**src/rtl/cpu_pkg.sv**
```systemverilog
// Shared CPU-side constants: loader state encoding, bus widths, frame field masks.
// Pure definitions; no logic, no latency, no flow control.
package cpu_pkg;

  localparam int ADDR_W  = 16;
  localparam int INSTR_W = 18;
  localparam int LEN_W   = 16;

  typedef enum logic [2:0] {
    S_LENHI = 3'd0,
    S_LENLO = 3'd1,
    S_B0    = 3'd2,
    S_B1    = 3'd3,
    S_B2    = 3'd4,
    S_CSUM  = 3'd5,
    S_DONE  = 3'd6,
    S_ERROR = 3'd7
  } loadState_t;

  // B0 bits [0:5] are padding above the 2-bit instruction prefix and must be zero.
  localparam logic [0:7] B0_PAD_MASK = 8'hFC;

endpackage

```
**src/rtl/incrementer.sv**
```systemverilog
// Combinational +1/-1 stepper (i_dir=1 counts up, 0 counts down), wrapping modulo 2^W.
// Zero latency; no flow control.
module incrementer #(
  parameter int W = 16
) (
  input  logic [0:W-1] i_value,
  input  logic         i_dir,
  output logic [0:W-1] o_value
);

  localparam logic [0:W-1] ONE = W'(1);

  assign o_value = i_dir ? (i_value + ONE) : (i_value - ONE);

endmodule

```
**src/rtl/progloader.sv**
```systemverilog
// Byte-serial framed image loader into program RAM; holds the CPU until the checksum verifies.
// Write strobe registered one cycle after B2; accepts a byte every cycle while receiving, stalls in DONE/ERROR.
module progloader #(
  parameter int ADDR_W  = cpu_pkg::ADDR_W,
  parameter int INSTR_W = cpu_pkg::INSTR_W
) (
  input  logic                i_clock,
  input  logic                i_reset,
  input  logic                i_rxValid,
  input  logic [0:7]          i_rxByte,
  output logic                o_rxReady,
  input  logic                i_start,
  output logic                o_memWrite,
  output logic [0:ADDR_W-1]   o_memAddr,
  output logic [0:INSTR_W-1]  o_memData,
  output logic                o_cpuHold,
  output logic                o_done,
  output logic                o_error
);

  import cpu_pkg::*;

  loadState_t state, stateNext;

  logic             accept;
  logic             rearm;
  logic [0:7]       lenHi;
  logic [0:1]       b0Low;
  logic [0:7]       b1Byte;
  logic [0:7]       xorAcc;
  logic [0:LEN_W-1] lenWord;
  logic [0:ADDR_W-1] addrCnt, addrNext;
  logic [0:LEN_W-1] wordsLeft, wordsNext;

  assign accept  = i_rxValid & o_rxReady;
  assign rearm   = i_start & ((state == S_DONE) | (state == S_ERROR));
  assign lenWord = {lenHi, i_rxByte};

  incrementer #(.W(ADDR_W)) addrStep (
    .i_value (addrCnt),
    .i_dir   (1'b1),
    .o_value (addrNext)
  );

  incrementer #(.W(LEN_W)) wordStep (
    .i_value (wordsLeft),
    .i_dir   (1'b0),
    .o_value (wordsNext)
  );

  always_ff @(posedge i_clock or posedge i_reset) begin
    if (i_reset) state <= S_LENHI;
    else         state <= stateNext;
  end

  always_comb begin
    stateNext = state;
    case (state)
      S_LENHI: if (accept) stateNext = S_LENLO;
      S_LENLO: if (accept) stateNext = (lenWord != '0) ? S_B0 : S_CSUM;
      S_B0:    if (accept) stateNext = ((i_rxByte & B0_PAD_MASK) != 8'h00) ? S_ERROR : S_B1;
      S_B1:    if (accept) stateNext = S_B2;
      S_B2:    if (accept) stateNext = (wordsLeft > LEN_W'(1)) ? S_B0 : S_CSUM;
      S_CSUM:  if (accept) stateNext = ((xorAcc ^ i_rxByte) == 8'h00) ? S_DONE : S_ERROR;
      S_DONE, S_ERROR: if (i_start) stateNext = S_LENHI;
      default: stateNext = S_LENHI;
    endcase
  end

  always_comb begin
    o_rxReady = 1'b1;
    o_cpuHold = 1'b1;
    o_done    = 1'b0;
    o_error   = 1'b0;
    case (state)
      S_DONE: begin
        o_rxReady = 1'b0;
        o_cpuHold = 1'b0;
        o_done    = 1'b1;
      end
      S_ERROR: begin
        o_rxReady = 1'b0;
        o_error   = 1'b1;
      end
      default: ;
    endcase
  end

  // Datapath: byte capture, checksum, counters and the registered write port.
  always_ff @(posedge i_clock or posedge i_reset) begin
    if (i_reset) begin
      lenHi      <= '0;
      b0Low      <= '0;
      b1Byte     <= '0;
      xorAcc     <= '0;
      addrCnt    <= '0;
      wordsLeft  <= '0;
      o_memWrite <= 1'b0;
      o_memAddr  <= '0;
      o_memData  <= '0;
    end else begin
      o_memWrite <= 1'b0;
      if (accept) begin
        xorAcc <= xorAcc ^ i_rxByte;
        case (state)
          S_LENHI: lenHi     <= i_rxByte;
          S_LENLO: wordsLeft <= lenWord;
          S_B0:    b0Low     <= i_rxByte[6:7];
          S_B1:    b1Byte    <= i_rxByte;
          S_B2: begin
            o_memWrite <= 1'b1;
            o_memAddr  <= addrCnt;
            o_memData  <= {b0Low, b1Byte, i_rxByte};
            addrCnt    <= addrNext;
            wordsLeft  <= wordsNext;
          end
          default: ;
        endcase
      end
      if (rearm) begin
        xorAcc  <= '0;
        addrCnt <= '0;
      end
    end
  end

endmodule

```
**config.mk**
```make
export PLATFORM = sky130hd
export DESIGN_NAME = progloader
export DESIGN_NICKNAME = d
export VERILOG_FILES = /design/src/rtl/cpu_pkg.sv /design/src/rtl/incrementer.sv /design/src/rtl/progloader.sv
export SDC_FILE = /design/constraint.sdc
export NUM_CORES = 1
export LEC_CHECK = 0
export BUFFER_PORTS_ARGS = -buffer_cell sky130_fd_sc_hd__clkbuf_2
export CORE_MARGIN = 2
export CORE_UTILIZATION = 61
export CTS_BUF_LIST = sky130_fd_sc_hd__clkbuf_8
export DETAILED_ROUTE_END_ITERATION = 6
export PLACE_DENSITY = 0.84
export SLEW_MARGIN = 10
export SYNTH_ARGS = -nofsm -noshare
export SYNTH_HDL_FRONTEND = slang
export SYNTH_SLANG_ARGS = --single-unit
export TNS_END_PERCENT = 30
```
**constraint.sdc**
```tcl
create_clock -name i_clock -period 3.2 [get_ports i_clock]
set_input_delay 0.48 -clock i_clock [delete_from_list [all_inputs] [get_ports i_clock]]
set_output_delay 0.48 -clock i_clock [all_outputs]
set_load 0.005 [all_outputs]
```
---- Word-level counts from Yosys, hierarchy flattened ----
Index checks and enable logic that the tools add are counted.
word-level totals
  bits in registers ....................... 96
  input bits .............................. 12
  output and inout port bits .............. 39
  logic and storage cells ................. 70
operators by class
  $add $sub $neg .......................... 2
  order comparisons ....................... 1
  equality and inequality tests ........... 14
  multiplexer cells ....................... 24
  bitwise logic cells ..................... 4
  reductions and logical operators ........ 15
operators by type and width
  cell                                                  number
  two-way mux 16 bit                                    3
  one-hot mux 16 bit (2 select lines)                   1
  two-way mux 3 bit                                     10
  one-hot mux 3 bit (7 select lines)                    1
  adder 16 x 1 -> 16 bit (second input constant)        1
  > comparator 16 x 1 -> 1 bit (second input constant)  1
  two-way mux 8 bit                                     2
  nonzero test 16 bit                                   1
  subtractor 16 x 1 -> 16 bit (second input constant)   1
  == test 3 bit (second input constant)                 4
  != test 2 bit (second input constant)                 6
  AND reduction 2 bit                                   6
  zero test 8 bit                                       1
  nonzero test 8 bit                                    1
  XOR 8 bit                                             1
  two-way mux 1 bit                                     7
  AND reduction 7 bit                                   1
  == test 3 x 2 -> 1 bit (second input constant)        2
  nonzero test 2 bit                                    3
  == test 3 x 1 -> 1 bit (second input constant)        1
  zero test 3 bit                                       1
  AND 1 bit                                             2
  != test 2 x 1 -> 1 bit (second input constant)        1
  OR reduction 2 bit                                    1
  OR 1 bit                                              1

---- Depth between registers and ports, before layout ----
Gate-level depths: netlist (run 1).
  depth after elaboration ................. 6
  depth in mapped cells ................... 7
  gate-level depth less buffers ........... 6

---- Modules after synthesis ----
From an unflattened synthesis (run 1), not the netlist that was laid out.
second synthesis, totals
  cells, all modules ...................... 613
  area, all modules ....................... 5667.9 um^2
by module, submodules not included
  module                  times used  cells each  area each (um^2)  sequential area each (um^2)
  progloader              1           424         4232.8            2402.3
  incrementer (wordStep)  1           94          730.7             0.0
  incrementer (addrStep)  1           95          704.4             0.0

---- Worst setup path after synthesis (run 1) ----
Ideal clock, no wire load.
  path type ............................... reg2reg
  from .................................... register wordsLeft[15] (netlist bit)
  to ...................................... register wordsLeft[1] (netlist bit)
  setup time .............................. 0.078 ns
  data arrival time ....................... 2.004 ns
  data required time ...................... 3.122 ns
  slack ................................... 1.118 ns
  cell stages (with the launch flop) ...... 7
  buffers on the path ..................... 0
  period minus slack after synthesis ...... 2.082 ns
  cell sequence ........................... dfrtp_1 -> inv_1 -> ha_1 -> or4b_2 -> or4_1 -> o31ai_1 -> o21bai_1
on the way
  longest elaborated chain between the ends .. 2
ends and longest elaborated chain
  item                                 RTL line           RTL
  from (decl)                          progloader.sv:33   logic [0:LEN_W-1] wordsLeft, wordsNext;
  from (signal assigned)               progloader.sv:107  S_LENLO: wordsLeft <= lenWord;
  from (signal assigned)               progloader.sv:115  wordsLeft <= wordsNext;
  subtractor 16 x 1 -> 16 bit          incrementer.sv:13  assign o_value = i_dir ? (i_value + ONE) : (i_value - ONE);
  one-hot mux 16 bit (2 select lines)  progloader.sv:105  case (state)
No other way between the ends.
A chain may end at the register's enable or synchronous reset.

---- Worst setup path after layout (run 1) ----
  from .................................... register state[2]
  to ...................................... output port o_done
on the way
  longest elaborated chain between the ends .. 2
ends and longest elaborated chain
  item                    RTL line          RTL
  from (decl)             progloader.sv:23  loadState_t state, stateNext;
  from (signal assigned)  progloader.sv:53  else state <= stateNext;
  == test 3 bit           progloader.sv:75  case (state)
  two-way mux 1 bit       progloader.sv:75
  to (decl)               progloader.sv:17  output logic o_done,
No other way between the ends.

==> impl_results.md, run 1 <==
* Site row count at 31
* Number of global-route vias before repair at roughly 3700
* Slew @ Worst Pin at around 0.85 ns
* Largest buffer count on any clock path at 2
* Fin nets at ~540
* R2r setup slk at about 0.76 ns
* R2R Path End: xorAcc[0]
* Routed wire length per instance at about 17 um
* Reg2Reg Depth at 4
* Relative max-transition margin at a little over two fifths
* PostCTS Resize Cnt at 0
* Ys Warns at 0
* Total negative slack at 0 ns
* # fillers at between 500 and 600
* Post-layout instance count excluding filler cells at ~630
* Post-route cell area at 5170 um2
* Cell with the most instances after synthesis: nand2_1
* Chip Height at 91.4 um
* Die Area at about 8400 um2
* Ant diodes at 0
* Largest area contributor in the netlist: dfrtp_1
* Routed met3 length at between 500 and 600 um
* Worst-Skew Late Latency at roughly 0.38 ns
* Hold_buf cts at 0
* Vias per std cell at between 6 and 7
* CP arrival at between 2 and 2.5 ns
* CTS root buffer: clkbuf_8
* Grt ovf at 0
* Placed Cells incl. Taps at roughly 620
* Synth top area share at between 50% and 60%
* EDFF count, synth at 0
* Core Box Area at 7330 um2
* Final Cycle Share at between 80% and 90%
* First-pass GRT wire length at approximately 18000 um
* RD Place Congestion at approximately 0.85
* Netlist Area Pre-Place at about 4700 um2
* Post-Synthesis Cells at 497
* Num CTS Buffers at 9
* Met2 WL at 5110 um
* Area grow syn2layout at 10.8%
* Critical path class: reg2out
* HP Class: in2async
* Iteration-0 DRC Markers at ~290
* Top achievable clock speed at roughly 0.37 GHz
* Drc violations at 0
* Initial antenna violation count at 0
* DR vias at around 3800
* Max Cap Viol at 0
* Req. time, crit path at around 2.7 ns
* Share of layout cells above drive strength 1 at 20.3%
* Overall routing resource usage at a little over a quarter
* Die W at between 90 and 100 um
* Mapped Nets at ~510
* Fin util at between 70% and 80%
* Start of the worst register-to-register path: state[2]
* Crit path launch type: register
* Peak supply drop at roughly 0.00048 V
* Largest net degree at the start of global routing at 62
* Initial core utilization at between 60% and 70%
* Final ANT Viol Nets at 0
* Final hold vios at 0
* Clock transition at path regs at between 0.1 and 0.15 ns
* Top cells by area, synth: dfrtp_1 52%, nand2_1 9.5%, mux2_2 4.3%
* Hold WS at between 0.1 and 0.15 ns
* DR pass1 iterations at 5
* # H-tree levels at 3
* List of most frequent post-synthesis cells: 118 x nand2_1, 96 x dfrtp_1, 33 x o21ai_0
* I/O pin count at 51
* Critical-path maximum fanout at 20
* HPWL after DPL at 7000 um
* Setup Skew at between 0.01 and 0.015 ns
* Synth cell types at 59
* TritonCTS clock tree: done
* Buffers on Ports at 50
* Final slew viol count at 0
* Routed Wire Length at approximately 10000 um
* Cell leakage power at about 2.4 nW
* Uppermost layer routed: met4
* Placed cell area at between 4000 and 5000 um2
* Post-Syn Area per Cell at between 9 and 10 um2
* Crit end category: primary output
* # setup viols final at 0
* FFs w/ async S/R, synth at 100%
* Synth Flop Type: dfrtp_1
* RSZ-0062 raised after global routing: false
* PD cells at around 840 nW/um2
* #FFs+latches synth at 96
* Met1 WL at roughly 4600 um
* Post-CTS Setup Bufs at 0
* Register area share after synthesis at 51.5%
* Status: completed
* Fin crit period at approximately 2.7 ns
* CTS sink cnt at 96
==> critical path, stage by stage, from the launching register on <==
cell	delay, ns
dfrtp_1	0.78
nand2_1	0.46
or2_2	0.43
inv_1	0.06
clkbuf_2	0.10
==> cell type report <==
cell class                 count  area (um2)  share of cell area [%]
tap                           99         124                    2.40
clock inverter                 6        73.8                    1.43
inverter                       8        31.3                   0.605
sequential                    96        2400                    46.5
clock buffer                  10         138                    2.66
multi-input combinational    356        2080                    40.3
timing repair buffer          57         315                    6.10
==> per-stage QoR <==
stage | setup WS (ns) | power (mW)
after floorplan | 0.215 | 3.02
after global placement | 0.939 | 3.41
after detailed placement | 0.855 | 3.50
after CTS | 0.559 | 4.35
after global routing | 0.396 | 4.66
final | 0.530 | 4.35
==> layout by cell type, fill, tap and decap left out, types with 5 or more instances in the layout <==
cell type  Yosys  layout
mux2_2        18      18
nor4_1         9       9
nand3_1       16      16
dfrtp_1       96      96
nor2_1        30      30
nor3_1        12      12
o21ai_0       33      33
or4_1          5       5
buf_4          0       6
nand4_1        9       9
xnor2_1       15      15
clkbuf_2       0      50
nand2_1      118     118
clkbuf_8       0      10
a21oi_1       16      16
or3_1          6       6
inv_1          7       6
==> worst max-delay path by stage <==
stage                         from          to  slack, ns
after CTS                 state[2]      o_done       0.56
after global placement    state[2]    state[1]       0.94
after floorplan            i_reset  addrCnt[0]       0.21
final                     state[2]      o_done       0.53
after detailed placement  state[2]   xorAcc[2]       0.86
after global routing      state[2]      o_done       0.40
==> kinds of logic (layout without fill, tap and decap cells) <==
group / Yosys count / in the layout / synth area share, %
AO/OA/AOI/OAI: 83 / 83 / 11.5
XOR/XNOR: 17 / 17 / 3.19
adder cells (fa/ha/maj): 3 / 3 / 0.805
buffers and inverters: 45 / 81 / 3.89
flip-flops: 96 / 96 / 51.5
multiplexers: 20 / 20 / 4.78
AND/OR/NAND/NOR: 233 / 233 / 24.3
==> flip-flops by register name, summed over array words and instances, names as in the netlist, 3 cells and up <==
name / flops
b1Byte: 8
xorAcc: 8
wordsLeft: 16
state: 3
addrCnt: 16
lenHi: 8
o_memAddr: 16
o_memData: 18
==> per-layer routing <==
| layer | vias to the layer above | global-route usage, % |
|---|---|---|
| met5 | - | 0 |
| met4 | 0 | 10.2 |
| met3 | 18 | 5.23 |
| met2 | 135 | 42.7 |
| met1 | 1860 | 37.0 |
| li1 | 1792 | - |
==> report_power, final <==
| part | switching (mW) | internal, mW | total (mW) |
|---|---|---|---|
| Sequential | 0.426 | 1.61 | 2.04 |
| Clock | 0.450 | 0.393 | 0.844 |
| Combinational | 0.811 | 0.655 | 1.47 |
No activity file was read; power rests on OpenSTA's default activity.
==> inputs of run 2 (changes only) <==
clock period = 2.7 ns   (was 3.2 ns; I/O delays follow)
==> impl_results.md, run 2 (synthesis gave the netlist of run 1 again) <==
* Crit path launch type: register
* DR vias at about 3900
* Die W at just over 90 um
* Number of global-route vias before repair at ~3800
* Final hold vios at 0
* Clock transition at path regs at around 0.09 ns
* Post-layout instance count excluding filler cells at 643
* Largest net degree at the start of global routing at 42
* Final Cycle Share at between 80% and 90%
* PostCTS Resize Cnt at 0
* GRT met3 Usage at about 5.6%
* First-pass GRT wire length at around 19000 um
* Num CTS Buffers at 9
* CP arrival at around 2 ns
* Die Area at 8360 um2
* Req. time, crit path at ~2.3 ns
* Max Cap Viol at 0
* Final ANT Viol Nets at 0
* # H-tree levels at 3
* Largest buffer count on any clock path at 2
* Initial antenna violation count at 0
* Post-CTS Setup Bufs at 0
* Status: completed
* Peak supply drop at around 0.00063 V
* Routed wire length per instance at around 17 um
* Initial core utilization at between 60% and 70%
* Worst-Skew Late Latency at around 0.36 ns
* Final slew viol count at 0
* Site row count at 31
* Buffers on Ports at 50
* Cell leakage power at about 2.5 nW
* I/O pin count at 51
* Chip Height at a little over 90 um
* Routed Wire Length at roughly 11000 um
* HP Class: in2async
* RSZ-0062 raised after global routing: false
* Grt met2 use at a little under half
* Commonest non-fill, non-tap cell in the layout: nand2_1
* Share of layout cells above drive strength 1 at a little over a fifth
* Top achievable clock speed at about 0.42 GHz
* HPWL after DPL at 7520 um
* Setup Skew at roughly 0.010 ns
* CTS root buffer: clkbuf_8
* DR pass1 iterations at 6
* Slew @ Worst Pin at between 0.7 and 0.8 ns
* TritonCTS clock tree: done
* Fin nets at around 560
* CTS sink cnt at 96
* Iteration-0 DRC Markers at 374
* Core Box Area at 7330 um2
* Hold_buf cts at 0
* Most flops, register: o_memData
* # setup viols final at 0
* Most frequent cells in the layout: 118 x nand2_1, 96 x dfrtp_1, 50 x clkbuf_2, 33 x o21ai_0, 30 x nor2_1
* Fin crit period at 2.41 ns
* Fin util at between 70% and 80%
* Relative max-transition margin at 52.9%
* Total negative slack at 0 ns
* GR peak layer: met2
* Critical path class: reg2out
* Placed Cells incl. Taps at about 630
* Area grow syn2layout at 12.6%
* Vias per std cell at 5.99
* Crit end category: primary output
* Drc violations at 0
* Met1 Usage GRT at a little under two fifths
* Ant diodes at 0
* Overall routing resource usage at between 20% and 30%
* Critical-path maximum fanout at 21
* Max FFs per register at 18
* Grt ovf at 0
* RD Place Congestion at just over 0.9
* PD cells at 979 nW/um2
[run 2: changes by cell type in the layout (fill, tap and decap cells not counted)]
cell	before	now
buf_12	1	2
buf_4	6	17
clkbuf_8	10	9
clkinv_4	0	1
clkinvlp_4	2	3
inv_1	6	7
inv_6	2	0
inv_8	1	0
[run 2: through the flow]
stage | hold WS [ns] | area (um2) | power, mW | worst slack (ns)
after floorplan | 0.433 | 4660 | 3.58 | 0.618
after global placement | 0.443 | 5060 | 4.09 | 0.550
after detailed placement | 0.447 | 5060 | 4.21 | 0.446
after CTS | 0.155 | 5250 | 5.12 | 0.292
after global routing | 0.187 | 5250 | 5.49 | 0.0929
final | 0.125 | 5250 | 5.13 | 0.294
[run 2: power breakdown]
part | leakage (nW) | total, mW | switching (mW) | internal, mW
registers | 1.24 | 2.37 | 0.456 | 1.91
clock network | 0.0925 | 0.916 | 0.496 | 0.420
logic | 1.16 | 1.85 | 1.02 | 0.834
total | 2.49 | 5.13 | 1.97 | 3.16
[run 2: cell type report]
| type | instances | area, um2 |
|---|---|---|
| tap | 99 | 124 |
| clock buffer | 9 | 124 |
| multi-input combinational | 356 | 2080 |
| sequential | 96 | 2400 |
| inverter | 8 | 33.8 |
| timing repair buffer | 69 | 418 |
| fill | 537 | 2080 |
| clock inverter | 6 | 62.6 |
[run 2: metal layers]
layer  share of wire, %  vias to the layer above
met2                 49                      137
met3                5.4                       27
met1                 43                     1870
met5                  0                        -
met4                2.6                        0
li1                   -                     1817
[run 2: critical path, cell delays in order, from the launching register on]
cell      delay, ns
dfrtp_1        0.70
nand2_1        0.38
or2_2          0.40
inv_1          0.06
clkbuf_2       0.10
[run 2: worst paths after layout]
path	startpoint	slack, ns	depth (start not counted)	endpoint
worst max-delay path	state[1]	0.29	4	o_done
worst min-delay path	i_reset	0.13	2	o_memAddr[10]
worst max register to register	wordsLeft[14]	0.41	6	wordsLeft[1]
worst min register to register	b1Byte[3]	0.47	2	o_memData[5]
max in group asynchronous	i_reset	1.73	4	lenHi[7]
min in group i_clock	i_rxByte[0]	0.37	3	o_memData[10]
==> inputs of run 3 (changes only) <==
MAX_ROUTING_LAYER = met4   (was default)
PLACE_DENSITY = default   (was 0.84)
PLACE_DENSITY_LB_ADDON = 0.08   (was default)
==> impl_results.md, run 3 (synthesis gave the netlist of run 1 again) <==
* Relative max-transition margin at around three fifths
* Most flops, register: o_memData
* Peak supply drop at a little under 0.0006 V
* Buffer and inverter count on the worst path at 1
* Site row count at 31
* Number of global-route vias before repair at roughly 3500
* Initial antenna violation count at 0
* Area grow syn2layout at 12.3%
* Gate power share at a little under two fifths
* RSZ-0062 raised after global routing: false
* RD Place Congestion at approximately 0.93
* TritonCTS clock tree: done
* Total negative slack at 0 ns
* Final ANT Viol Nets at 0
* Hold WS at 0.193 ns
* Int Pwr at approximately 3.1 mW
* DR pass1 iterations at 5
* Vias per std cell at 5.84
* Post-route cell area at between 5000 and 6000 um2
* Setup Skew at between 0.01 and 0.015 ns
* Routed Wire Length at 10300 um
* Final hold vios at 0
* PostCTS Resize Cnt at 0
* Buffers on Ports at 50
* Most frequent cells in the layout: 118 x nand2_1, 96 x dfrtp_1, 50 x clkbuf_2, 33 x o21ai_0, 30 x nor2_1
* Status: completed
* Req. time, crit path at between 2 and 3 ns
* Die W at a little over 90 um
* CP arrival at between 2 and 3 ns
* CP max stage delay at about 0.6 ns
* Max stage delay cell, worst path: or4b_2
* Crit end category: register
* Fin nets at 556
* DR vias at ~3800
* Iteration-0 DRC Markers at 261
* PD cells at roughly 980 nW/um2
* Share of layout cells above drive strength 1 at 22.2%
* Max FFs per register at 18
* First-pass GRT wire length at 17400 um
* Net Sw Frac at about two fifths
* Crit path launch type: register
* Ant diodes at 0
* Clock transition at path regs at around 0.1 ns
* Drc violations at 0
* Initial core utilization at approximately 64%
* Slew @ Worst Pin at 0.624 ns
* Sw power at 1.98 mW
* Fin crit period at around 2.3 ns
* # H-tree levels at 3
* CTS sink cnt at 96
* Cell leakage power at ~2.5 nW
* Grt ovf at 0
* Clock power frac at about 18%
* Worst-Skew Late Latency at 0.37 ns
* Final slew viol count at 0
* Worst Setup Slack post-DPL at just under 0.5 ns
* Core Box Area at roughly 7300 um2
* Power, Total at roughly 5 mW
* Routed wire length per instance at approximately 16 um
* Post-CTS Setup Bufs at 0
* Critical-path maximum fanout at 8
* Top achievable clock speed at roughly 0.44 GHz
* Final Cycle Share at between 80% and 90%
* Cell family contributing the most delay on the critical path: simple AND/OR/NAND/NOR gates
* Placed cell area at 5040 um2
* Commonest non-fill, non-tap cell in the layout: nand2_1
* CTS root buffer: clkbuf_8
* Register share of total power at between 40% and 50%
* Overall routing resource usage at between 20% and 30%
* HP Class: in2async
* Largest buffer count on any clock path at 2
* I/O pin count at about 50
* Critical path, cell by cell: inv_1 > ha_1 > or4b_2 > or4_1 > o31ai_1 > o21bai_1
* Final worst setup slack at between 0.4 and 0.5 ns
* Chip Height at between 90 and 100 um
* Largest net degree at the start of global routing at a little over 50
* Max Cap Viol at 0
* HPWL after DPL at slightly above 7000 um
* Die Area at 8360 um2
* Num CTS Buffers at 9
* Critical path class: reg2reg
* # setup viols final at 0
* Hold_buf cts at 0
==> run 3: cell types whose count changed in the layout (fill, tap and decap cells not counted) <==
cell       before  now
bufinv_16       1    0
clkinv_4        1    2
inv_6           0    1
buf_4          17   20
buf_12          2    0
clkinv_2        1    0
inv_8           0    1
inv_1           7    6
clkbuf_8        9   10
==> run 3: power groups by stage <==
stage	logic [mW]	registers, mW	clock network [mW]
global route	2.12	2.38	0.979
CTS	1.89	2.31	0.915
floorplan	1.36	2.22	0
global placement	1.83	2.31	0
finish	1.89	2.32	0.905
detailed placement	1.88	2.34	0
==> run 3: layout make-up <==
class	instances	area, um2
clock buffer	10	138
multi-input combinational	356	2080
fill	564	2100
inverter	8	33.8
clock inverter	6	52.6
timing repair buffer	70	400
tap	99	124
sequential	96	2400
==> run 3: per-stage QoR <==
stage / instances / utilization (%)
finish: 645 / 71.4
global route: 645 / 71.4
CTS: 645 / 71.4
detailed placement: 629 / 68.8
global placement: 629 / 68.8
floorplan: 497 / -
==> run 3: worst paths after layout <==
path	startpoint	endpoint	slack, ns	cells after the start
min in group i_clock	i_rxByte[0]	o_memData[10]	0.36	3
worst max register to register	wordsLeft[15]	wordsLeft[1]	0.45	6
worst min-delay path	i_reset	o_memAddr[9]	0.19	3
worst min register to register	b1Byte[2]	o_memData[4]	0.46	2
worst max-delay path	wordsLeft[15]	wordsLeft[1]	0.45	6
max in group asynchronous	i_reset	lenHi[1]	2.05	3
==> run 3: metal layers <==
layer  up-vias  GRT usage (%)  share of wire [%]
li1       1816              -                  -
met1      1834           37.8                 46
met2       104           40.8                 48
met3        12           3.40                4.2
met4         0           8.21                1.4
met5         -              -                  0
==> run 3: worst reg2reg max path: stages, from the launching register on <==
cell      delay (ns)
dfrtp_1         0.45
inv_1           0.08
ha_1            0.28
or4b_2          0.60
or4_1           0.43
o31ai_1         0.19
o21bai_1        0.14
